File: src/rtl/fc_round_engine_if.sv
// Handshake and datapath bundle between the round engine, its controller and
// the external combinational round function.
interface fc_round_engine_if;
  logic          start;
  logic [63:0]   pt;
  logic [127:0]  key;
  logic [63:0]   rf_in;
  logic [63:0]   rf_out;
  logic          last_round;
  logic          busy;
  logic          done;
  logic [63:0]   ct;

  modport master (
    output start, pt, key, rf_out,
    input  rf_in, last_round, busy, done, ct
  );

  modport slave (
    input  start, pt, key, rf_out,
    output rf_in, last_round, busy, done, ct
  );
endinterface

File: src/rtl/fc_round_engine.sv
// Iterative 64-bit round engine: holds the cipher state, sequences NROUNDS
// keyed rounds around an external round function and emits a done pulse.
module fc_round_engine #(
  parameter int NROUNDS = 10,
  parameter int ROT     = 5
) (
  input  logic          clk,
  input  logic          rst_n,
  fc_round_engine_if.slave bus
);

  localparam int ROT_M = ROT % 64;

  typedef enum logic {IDLE, RUN} state_e;

  state_e       state_q, state_d;
  logic [63:0]  st_q;
  logic [3:0]   round_q;
  logic [63:0]  k0_q, k1_q;
  logic [63:0]  ct_q;
  logic         done_q;
  logic         busy;
  logic         final_rnd;
  logic [63:0]  rk;

  // Fixed one-step rotation; the schedule advances a half by ROT each use.
  function automatic logic [63:0] rotl_step(input logic [63:0] x);
    return (x << ROT_M) | (x >> (64 - ROT_M));
  endfunction

  always_ff @(posedge clk or negedge rst_n) begin
    if (!rst_n) state_q <= IDLE;
    else        state_q <= state_d;
  end

  always_comb begin
    state_d = state_q;
    case (state_q)
      IDLE: if (bus.start) state_d = RUN;
      RUN:  if (final_rnd) state_d = IDLE;
      default: state_d = IDLE;
    endcase
  end

  always_comb begin
    busy      = (state_q == RUN);
    final_rnd = busy && (round_q == 4'(NROUNDS));
  end

  // Odd rounds draw from the K1 half, even rounds from the K0 half.
  assign rk = (round_q[0] ? k1_q : k0_q) ^ {60'h0, round_q};

  always_ff @(posedge clk or negedge rst_n) begin
    if (!rst_n) begin
      st_q    <= '0;
      round_q <= '0;
      k0_q    <= '0;
      k1_q    <= '0;
      ct_q    <= '0;
      done_q  <= 1'b0;
    end else begin
      done_q <= 1'b0;
      if (!busy) begin
        if (bus.start) begin
          // Round 0 consumes K0 unrotated, so K0 is stored already advanced.
          st_q    <= bus.pt ^ bus.key[127:64];
          k0_q    <= rotl_step(bus.key[127:64]);
          k1_q    <= bus.key[63:0];
          round_q <= 4'd1;
        end
      end else begin
        st_q    <= bus.rf_out ^ rk;
        round_q <= round_q + 4'd1;
        if (round_q[0]) k1_q <= rotl_step(k1_q);
        else            k0_q <= rotl_step(k0_q);
        if (final_rnd) begin
          ct_q   <= bus.rf_out ^ rk;
          done_q <= 1'b1;
        end
      end
    end
  end

  assign bus.rf_in      = st_q;
  assign bus.busy       = busy;
  assign bus.last_round = final_rnd;
  assign bus.done       = done_q;
  assign bus.ct         = ct_q;

endmodule

File: src/flat_wrapper.sv
// flat-port wrapper written by rule: the top's interface ports become plain ports
module fc_round_engine_flat 
#(
  parameter int NROUNDS = 10,
  parameter int ROT     = 5
)
  (clk, rst_n, bus_start, bus_pt, bus_key, bus_rf_out, bus_rf_in, bus_last_round, bus_busy, bus_done, bus_ct);
  fc_round_engine_if bus_i ();
  input  logic clk;
  input  logic rst_n;
  input wire logic [$bits(bus_i.start)-1:0] bus_start;
  input wire logic [$bits(bus_i.pt)-1:0] bus_pt;
  input wire logic [$bits(bus_i.key)-1:0] bus_key;
  input wire logic [$bits(bus_i.rf_out)-1:0] bus_rf_out;
  output wire logic [$bits(bus_i.rf_in)-1:0] bus_rf_in;
  output wire logic [$bits(bus_i.last_round)-1:0] bus_last_round;
  output wire logic [$bits(bus_i.busy)-1:0] bus_busy;
  output wire logic [$bits(bus_i.done)-1:0] bus_done;
  output wire logic [$bits(bus_i.ct)-1:0] bus_ct;
  assign bus_i.start = bus_start;
  assign bus_i.pt = bus_pt;
  assign bus_i.key = bus_key;
  assign bus_i.rf_out = bus_rf_out;
  assign bus_rf_in = bus_i.rf_in;
  assign bus_last_round = bus_i.last_round;
  assign bus_busy = bus_i.busy;
  assign bus_done = bus_i.done;
  assign bus_ct = bus_i.ct;
  fc_round_engine #(.NROUNDS(NROUNDS), .ROT(ROT)) u_core (.clk(clk), .rst_n(rst_n), .bus(bus_i));
endmodule
File: config.mk
export PLATFORM = sky130hd
export DESIGN_NAME = fc_round_engine_flat
export DESIGN_NICKNAME = d
export VERILOG_FILES = /design/src/rtl/fc_round_engine_if.sv /design/src/rtl/fc_round_engine.sv /design/src/flat_wrapper.sv
export SDC_FILE = /design/constraint.sdc
export NUM_CORES = 1
export LEC_CHECK = 0
export CAP_MARGIN = 10
export CORE_MARGIN = 3
export CORE_UTILIZATION = 40
export DETAILED_ROUTE_END_ITERATION = 6
export PLACE_DENSITY_LB_ADDON = 0.12
export SLEW_MARGIN = 25
export SYNTH_ARGS = -nofsm -noshare
export SYNTH_HDL_FRONTEND = slang
export SYNTH_SLANG_ARGS = --single-unit
File: constraint.sdc
create_clock -name clk -period 2.8 [get_ports clk]
set_clock_uncertainty 0.15 [all_clocks]
set_input_delay 0.7 -clock clk [delete_from_list [all_inputs] [get_ports clk]]
set_output_delay 0.7 -clock clk [all_outputs]
set_load 0.02 [all_outputs]
==> flow_summary.ini, run 1 <==
[run_status]
run_status = completed

[setup_path]
critical_path.max_stage_delay_ns = 0.49
critPathKind = flip-flop to output pin
worst_path_most_repeated_cell = inv_2
worst_setup_path_end_kind = output pin
timing.critical_path.slowest_stage_cell = dfrtp_4
timing.critical_path.cells = inv_2 > ha_1 > nand4b_1 > inv_2 > clkdlybuf4s15_1
critPathLaunch = u_core.round_q[0]$_DFFE_PN0P_
worst-endpoint-required_ns = 1.95
worstSetupStartpointType = flip-flop
r2r-start = u_core.round_q[0]$_DFFE_PN0P_
arrival_ns = 1.83
crit_path_max_fanout = 3

[route]
vias_per_cell = 5.00
wirelength_um = 40200
post-route-drc-count = 0
avgRoutedWirePerCell_um = 19.8
pre_repair_dr_iteration_count = 5
drtAntennaViolNets = 0
vias = 10100
first_iter_violations = 521

[clock_network]
clock-sinks = 262
post_cts_buffers = 0
htree_levels = 1
clock_tree.root_cell = clkbuf_16
tritoncts = yes
clk_pin_slew_ns = 0.06
clk-insertion-delay-late_ns = 0.54
cts_buffers = 30
clock_path_buffers = 3

[synth]
syn_nets = 1470
synthesis.instances = 1209
synth-seq-area-share = 0.486
ys_ff_latch = 262
synth_area_mm2 = 0.0135
synthesis.area_per_instance_um2 = 11.2
post_synth_num_cell_types = 28
yosysWarningCount = 0

[placed_design]
place_hpwl_um = 28500
placement.io_buffers = 389
dpl_cell_area_mm2 = 0.0178
gp_congestion = 0.760

[final_layout]
layout-drive-gt1-share = 0.121
nets = 1823
finish.instance_area_mm2 = 0.0187
flow.area_growth_from_synthesis_pct = 38.9
layout.core_utilization = 0.570

[power_and_ir_drop]
power.net_switching_uw = 8460
comb_power_share = 0.505
fraction_of_power_consumed_by_the_clock_network = 0.177
seq_power_share = 0.318
leakage_uw = 0.00838
cell_internal_pwr_uw = 13600
power.ir.vdd_worst_mv = 0.811
power.density_mw_per_mm2 = 1180
sw_share = 0.383

[timing]
report.final.setup_viol = 0
final.period_utilization = 0.959
whs_ns = 0.333
total_count_of_hold_check_failures_in_the_final_report = 0
worst-slew-pin-transition_ns = 0.856
timing.fmax_mhz = 372
finalMaxSlewViolations = 0
finalWorstPathRequiredPeriod_ns = 2.68
worst_slew_margin_rel = 0.430
finalSetupTns_ns = 0
rsz0062_at_grt = no

[min_path]
min-delay-path-class = flip-flop to flip-flop
holdCritStartpoint = u_core.bus.ct[31]$_DFFE_PN0P_

[global_route]
antenna_found_initial = 8
grt_util_all_layers = 0.220
globalRoute.totalOverflow = 0
vias_in_the_first_global_route = 10600
grt_start_max_net_pins = 100
grt_first_pass_wirelength_um = 62600

[floorplan]
die-area_mm2 = 0.0360
floorplan.io_pins = 390
std_cell_rows = 66
die_w_um = 190
die_h_um = 190
core_mm2 = 0.0329
initial_core_util = 0.410

[run]
drv_cap = 0
## cells in the final DEF, fill, tap and decap left out, types with 3 or more instances in the layout
| master | Yosys | routed |
|---|---|---|
| clkbuf_16 | 0 | 31 |
| nor2_1 | 66 | 66 |
| xor2_1 | 60 | 60 |
| nand2_1 | 131 | 131 |
| mux2_2 | 60 | 60 |
| buf_4 | 9 | 11 |
| o21ai_1 | 159 | 159 |
| clkdlybuf4s50_1 | 0 | 386 |
| o21ai_0 | 33 | 33 |
| clkinv_2 | 0 | 6 |
| diode_2 | 0 | 3 |
| mux2_4 | 60 | 61 |
| mux2i_1 | 128 | 127 |
| clkbuf_1 | 34 | 8 |
| clkbuf_8 | 0 | 3 |
| bufinv_16 | 0 | 3 |
| xnor2_1 | 70 | 70 |
| nor2b_1 | 3 | 3 |
| a211o_1 | 64 | 64 |
| dfrtp_1 | 262 | 260 |
| inv_2 | 3 | 3 |
| buf_12 | 0 | 8 |
| mux2_1 | 9 | 8 |
## sequential cells by signal (all words and copies together), names as in the netlist
name and flops:
u_core.bus.done 1, u_core.k1_q 64, u_core.bus.rf_in 64, u_core.bus.busy 1
u_core.round_q 4, u_core.k0_q 64, u_core.bus.ct 64
## synthesized netlist by cell type
master    count  area [um2]
o22ai_1       2        12.5
inv_1         1        3.75
mux2_1        9         101
inv_2         3        11.3
ha_1          2        25.0
buf_1         8        30.0
buf_4         9        67.6
mux2_2       60         676
nor2b_1       3        18.8
mux2i_1     128        1280
a21oi_1       2        10.0
o31ai_1       2        15.0
nor3_1        2        10.0
nand2_1     131         492
dfrtp_1     262        6560
mux2_4       60         901
nor2_1       66         248
o21ai_0      33         165
buf_2        29         145
buf_6         7        78.8
xor2_1       60         526
clkbuf_1     34         128
nand4b_1      1        8.76
xnor2_1      70         613
nand3_1       1        5.00
o21ai_1     159         796
o21a_1        1        7.51
a211o_1      64         561
## cell families after synthesis
| kind of cell | Yosys count | synth area share |
|---|---|---|
| compound gates | 263 | 0.116 |
| flops | 262 | 0.486 |
| mux | 257 | 0.219 |
| simple gates | 204 | 0.0580 |
| xor+xnor | 130 | 0.0844 |
| buf+inv | 91 | 0.0344 |
| fa+ha+maj | 2 | 0.00185 |
## metrics by stage
stage / total power (uW) / setup slack [ns] / cells
3_5_place_dp: 18400 / 0.312 / 1971
3_3_place_gp: 18200 / 0.351 / 1971
5_1_grt: 23600 / 0.0190 / 2027
2_1_floorplan: 14200 / 0.689 / 1209
6_report: 22100 / 0.115 / 2027
4_1_cts: 22400 / 0.0312 / 2024
## layout make-up
type	instances	area (um2)
Inverter	4	15.0
Timing Repair Buffer	408	4140
Tap cell	442	553
Sequential cell	262	6560
Clock inverter	10	128
Antenna cell	3	7.51
Multi-Input combinational cell	856	6490
Clock buffer	42	847
Fill cell	2869	14100
## critical path: cells and delay by family, from the launching register on
family	cells	cell delay, ns
adders and majority gates	1	0.14
buffers and inverters	3	0.53
DFF	1	0.49
and+or+nand+nor	1	0.14
## per-layer routing
metal  vias to the layer above  track usage  wire (um)
li1                       4899            -          -
met5                         -            0         72
met4                        10       0.0404        471
met3                        39       0.0549       2890
met1                      4897        0.291      17300
met2                       291        0.372      19400
## what timing repair did
| item | 4_1_cts | 5_1_grt |
|---|---|---|
| gates resized for setup | 1 | 1 |
| hold buffers | 1 | 0 |
| setup endpoints to repair | 1 | 1 |
| endpoints found under the hold margin | 43 | 0 |
## final timing paths
kind | endpoint | slack [ns] | depth (start not counted)
min reg2reg | u_core.bus.ct[31]$_DFFE_PN0P_ | 0.33 | 2
min in group asynchronous | u_core.bus.rf_in[7]$_DFFE_PN0P_ | 0.54 | 2
max reg2reg | u_core.bus.ct[8]$_DFFE_PN0P_ | 0.33 | 6
min | u_core.bus.ct[31]$_DFFE_PN0P_ | 0.33 | 2
max in group asynchronous | u_core.k1_q[20]$_DFFE_PN0P_ | 1.25 | 3
max | bus_last_round | 0.12 | 5
## power by group through the flow
stage | registers [uW] | logic (uW) | clock network, uW
6_report | 7030 | 11100 | 3910
5_1_grt | 7300 | 12100 | 4160
2_1_floorplan | 7850 | 6350 | 0
3_5_place_dp | 7060 | 11300 | 0
3_3_place_gp | 7060 | 11100 | 0
4_1_cts | 7040 | 11300 | 4010
No activity file was read; power rests on OpenSTA's default activity.
==> run 2, diff against run 1 <==
--- a/config.mk
+++ b/config.mk
@@ -6,7 +6,7 @@
 export NUM_CORES = 1
 export LEC_CHECK = 0
 export CAP_MARGIN = 10
-export CORE_MARGIN = 3
+export CORE_MARGIN = 1.5
 export CORE_UTILIZATION = 40
 export DETAILED_ROUTE_END_ITERATION = 6
 export PLACE_DENSITY_LB_ADDON = 0.12
==> run 2 against run 1 <==
Global-route usage rose by 0.40 points. Clock-buffer cell count is 3 higher. Setup slack better by 0.045 ns. Combinational power about the same. Hold slack worse by 0.0010 ns. First-iteration DRC count decreased by 21%. Total power shrank 1.5%. Largest power group unchanged. Final cell count rose by 0.30%. Sequential share of layout area is 0.15 points higher.
==> flow_summary.ini, run 2 (synthesis gave the netlist of run 1 again) <==
[run_status]
run_status = completed

[timing]
whs_ns = 0.332
worst_slew_margin_rel = 0.433
final.period_utilization = 0.943
rsz0062_at_grt = no
finalWorstPathRequiredPeriod_ns = 2.64
timing.fmax_mhz = 379
total_count_of_hold_check_failures_in_the_final_report = 0
worst-slew-pin-transition_ns = 0.850
final.setup.worst_slack_ns = 0.160
finalSetupTns_ns = 0
report.final.setup_viol = 0
finalMaxSlewViolations = 0

[floorplan]
floorplan.io_pins = 390
die-area_mm2 = 0.0348
die_h_um = 187
die_w_um = 187
std_cell_rows = 67
initial_core_util = 0.404
core_mm2 = 0.0334

[global_route]
vias_in_the_first_global_route = 10600
grt_util_all_layers = 0.224
grt_start_max_net_pins = 129
globalRoute.totalOverflow = 0
antenna_found_initial = 6
grt_first_pass_wirelength_um = 61600

[setup_path]
crit_path_max_fanout = 3
worst-endpoint-required_ns = 1.95
worst_setup_slack_for_register_to_register_paths_ns = 0.61
worst_setup_path_end_kind = output pin
critPathKind = flip-flop to output pin
arrival_ns = 1.79
worstSetupStartpointType = flip-flop

[route]
drt-met1-wl_um = 17200
maxUsedRoutingLayer = met5
vias_per_cell = 4.98
first_iter_violations = 414
post-route-drc-count = 0
vias = 10100
met2WireLength_um = 18800
dr_wl_met3_um = 2500
wirelength_um = 39400
drtAntennaViolNets = 0
pre_repair_dr_iteration_count = 4
avgRoutedWirePerCell_um = 19.4

[final_layout]
layout.core_utilization = 0.559
layout-drive-gt1-share = 0.120
flow.area_growth_from_synthesis_pct = 38.3
most_common_cell_after_layout_fill_and_taps_aside = clkdlybuf4s50_1
final_cell_mix = 386 x clkdlybuf4s50_1, 260 x dfrtp_1, 159 x o21ai_1
nets = 1827

[clock_network]
clock_tree.root_cell = clkbuf_16
clock_path_buffers = 3
ctsResizeCount = 0
clk-insertion-delay-late_ns = 0.55
tritoncts = yes
cts_buffers = 31
clk_pin_slew_ns = 0.06
clock-sinks = 262
htree_levels = 1

[placed_design]
dp_worst_setup_slack_ns = 0.535
place_hpwl_um = 28000
gp_congestion = 0.807
placement.io_buffers = 389

[power_and_ir_drop]
power.density_mw_per_mm2 = 1170
power.ir.vdd_worst_mv = 0.709
leakage_uw = 0.00834

[min_path]
min-delay-path-class = flip-flop to flip-flop

[run]
drv_cap = 0
-- run 2: cell count changes in the layout (fill, tap and decap cells not counted) --
| cell | change |
|---|---|
| clkbuf_1 | +2 |
| clkinv_2 | -3 |
| clkbuf_8 | +1 |
| bufinv_16 | -3 |
| clkdlybuf4s15_1 | -1 |
| buf_12 | -2 |
| buf_4 | +6 |
-- run 2: path summary, 6_finish.rpt --
| path | from | endpoint | depth (start not counted) |
|---|---|---|---|
| max | u_core.round_q[0]$_DFFE_PN0P_ | bus_last_round | 5 |
| min | u_core.bus.ct[1]$_DFFE_PN0P_ | u_core.bus.ct[1]$_DFFE_PN0P_ | 2 |
| max reg2reg | u_core.bus.busy$_DFF_PN0_ | u_core.k0_q[0]$_DFFE_PN0P_ | 3 |
| min reg2reg | u_core.bus.ct[1]$_DFFE_PN0P_ | u_core.bus.ct[1]$_DFFE_PN0P_ | 2 |
| max in group asynchronous | rst_n | u_core.k1_q[40]$_DFFE_PN0P_ | 3 |
| min in group asynchronous | rst_n | u_core.bus.ct[6]$_DFFE_PN0P_ | 2 |
-- run 2: metal layers --
metal	track usage	vias to the layer above
met1	0.291	4885
met2	0.380	289
met4	0.0484	8
met5	0	-
li1	-	4895
met3	0.0534	56
-- run 2: where the power goes --
| part | leakage, uW | switching [uW] | internal [uW] | total, uW |
|---|---|---|---|---|
| Combinational | 0.00471 | 5500 | 5560 | 11100 |
| Clock | 0.000434 | 1520 | 2110 | 3630 |
| Sequential | 0.00320 | 1370 | 5690 | 7060 |
| Total | 0.00834 | 8400 | 13400 | 21800 |
-- run 2: per-stage QoR --
stage / cells / instance area [um2] / power, uW
finish: 2033 / 18700 / 21800
global route: 2030 / 18700 / 23200
CTS: 2030 / 18700 / 22000
detailed placement: 1980 / 17800 / 18300
global placement: 1980 / 17800 / 18100
floorplan: 1209 / 13500 / 14200
-- run 2: worst max-delay path, cell delays in order (launching register included) --
cell and delay (ns):
dfrtp_4 0.49, inv_2 0.11, ha_1 0.16, nand4b_1 0.19, inv_2 0.13, buf_4 0.16
-- run 2: repair_timing --
action,4_1_cts,5_1_grt
endpoints found under the setup margin,0,0
setup buffers,0,0
endpoints found under the hold margin,31,0
hold buffers,1,0
-- run 2: final cells by class --
cell class	count	area, um2
inverter	4	15.0
timing repair buffer	411	4140
multi-input combinational	856	6490
clock inverter	4	22.5
fill	2967	14700
tap	448	561
clock buffer	45	868
antenna	3	7.51
sequential	262	6560
==> run 3, diff against run 2 <==
--- a/config.mk
+++ b/config.mk
@@ -9,6 +9,7 @@
 export CORE_MARGIN = 1.5
 export CORE_UTILIZATION = 40
 export DETAILED_ROUTE_END_ITERATION = 6
+export DONT_BUFFER_PORTS = 1
 export PLACE_DENSITY_LB_ADDON = 0.12
 export SLEW_MARGIN = 25
 export SYNTH_ARGS = -nofsm -noshare
==> run 3 against run 2 <==
The flow now finishes with violations (negative hold slack). Flip-flop and latch count stayed put. Via count is 16% lower. Clock-buffer cell count is 6 higher. Setup slack improved by 0.12 ns. Largest cell class unchanged. Sequential share of layout area grew 9.4 points. Die area is the same. Total power down 9.8%. Largest power group is now sequential cells. Register-to-register slack is essentially flat. Hold slack got worse by 0.63 ns. Combinational power decreased by 34%.
==> flow_summary.ini, run 3 (synthesis gave the netlist of run 1 again) <==
[timing]
rsz0062_at_grt = no
total_count_of_hold_check_failures_in_the_final_report = 262
finalSetupTns_ns = 0
whs_ns = -0.296
finalWorstPathRequiredPeriod_ns = 2.52
timing.fmax_mhz = 397
final.period_utilization = 0.900
finalMaxSlewViolations = 0
worst_slew_margin_rel = 0.442
report.final.setup_viol = 0
final.setup.worst_slack_ns = 0.281
worst-slew-pin-transition_ns = 0.837

[clock_network]
tritoncts = yes
clock_path_buffers = 3
clock-sinks = 262
clk_pin_slew_ns = 0.06
cts_buffers = 30
post_cts_buffers = 0
htree_levels = 1
clk-insertion-delay-late_ns = 0.54
ctsResizeCount = 0
clock_tree.root_cell = clkbuf_16

[final_layout]
nets = 1422
layout-drive-gt1-share = 0.148
final_cell_mix = 260 x dfrtp_1, 159 x o21ai_1, 131 x nand2_1
most_common_cell_after_layout_fill_and_taps_aside = dfrtp_1
nFillCells = 3243
antennaDiodeCount = 0
flow.area_growth_from_synthesis_pct = 9.11
finish.cell_count_without_fillers = 1630
multi_input_logic_area_mm2 = 0.00649
seq_area_mm2 = 0.00656

[route]
avgRoutedWirePerCell_um = 22.1
drtAntennaViolNets = 0
first_iter_violations = 381
pre_repair_dr_iteration_count = 7
wirelength_um = 36000
post-route-drc-count = 0
vias_per_cell = 5.21
vias = 8498

[setup_path]
crit_path_max_fanout = 3
worst-endpoint-required_ns = 1.95
worstSetupStartpointType = flip-flop
timing.rr.end = u_core.k0_q[0]$_DFFE_PN0P_
timing.critical_path.to = bus_last_round
critPathLaunch = u_core.round_q[0]$_DFFE_PN0P_
worst_setup_slack_for_register_to_register_paths_ns = 0.60
arrival_ns = 1.67
worst_setup_path_end_kind = output pin
r2r-start = u_core.bus.busy$_DFF_PN0_
critPathKind = flip-flop to output pin
reg2regPathDepth = 4

[power_and_ir_drop]
leakage_uw = 0.00679
power.ir.vdd_worst_mv = 0.724
power.density_mw_per_mm2 = 1330

[floorplan]
std_cell_rows = 67
initial_core_util = 0.404
floorplan.io_pins = 390
die-area_mm2 = 0.0348
core_mm2 = 0.0334
die_w_um = 187
die_h_um = 187

[placed_design]
place_hpwl_um = 23900
post-place-cells = 1577
dp_worst_setup_slack_ns = 0.471
gp_congestion = 0.762
placement.io_buffers = 0

[run_status]
violations_in_the_final_reports = negative hold slack
run_status = finished, violations left

[global_route]
vias_in_the_first_global_route = 9000
globalRoute.totalOverflow = 0
grt_first_pass_wirelength_um = 55800
antenna_found_initial = 0
grt_start_max_net_pins = 263
grt_util_all_layers = 0.205

[min_path]
min-delay-path-class = input port to asynchronous set/reset pin

[run]
drv_cap = 0
## run 3: area by class of cell
type                    instances  share of cell area
well taps                     448              0.0381
repair buffers                  7             0.00867
inverters                       4             0.00102
clock inverters                 2             0.00238
clock buffers                  51              0.0632
multi-input cells             856               0.441
flip-flops and latches        262               0.446
## run 3: worst min path at each step
stage,endpoint,slack (ns)
3_5_place_dp,u_core.bus.rf_in[6]$_DFFE_PN0P_,0.27
4_1_cts,u_core.bus.ct[6]$_DFFE_PN0P_,-0.32
2_1_floorplan,u_core.bus.busy$_DFF_PN0_,0.25
5_1_grt,u_core.bus.ct[6]$_DFFE_PN0P_,-0.33
3_3_place_gp,u_core.bus.rf_in[6]$_DFFE_PN0P_,0.26
6_report,u_core.bus.ct[6]$_DFFE_PN0P_,-0.30
## run 3: metrics by stage
step	hold WS, ns	utilization	area, um2	total power [uW]
floorplan	0.254	-	13500	14200
global placement	0.264	0.412	13800	15800
detailed placement	0.268	0.412	13800	16000
CTS	-0.324	0.441	14700	19900
global route	-0.331	0.441	14700	21000
finish	-0.296	0.441	14700	19600
## run 3: where the power goes
group	switching (uW)	leakage, uW	internal (uW)
Combinational	3670	0.00312	3690
Sequential	2720	0.00320	5680
Clock	1540	0.000472	2320
## run 3: metal layers
layer  GRT usage  wire length (um)  vias up
met4      0.0509               852        0
met2       0.335             16900      291
met3      0.0604              2770       44
li1            -                 -     4104
met5           0                 0        -
met1       0.267             15600     4059
## run 3: critical path: stages, from the launching register on
cell,delay [ns]
dfrtp_4,0.49
inv_2,0.07
ha_1,0.14
nand4b_1,0.19
inv_2,0.24
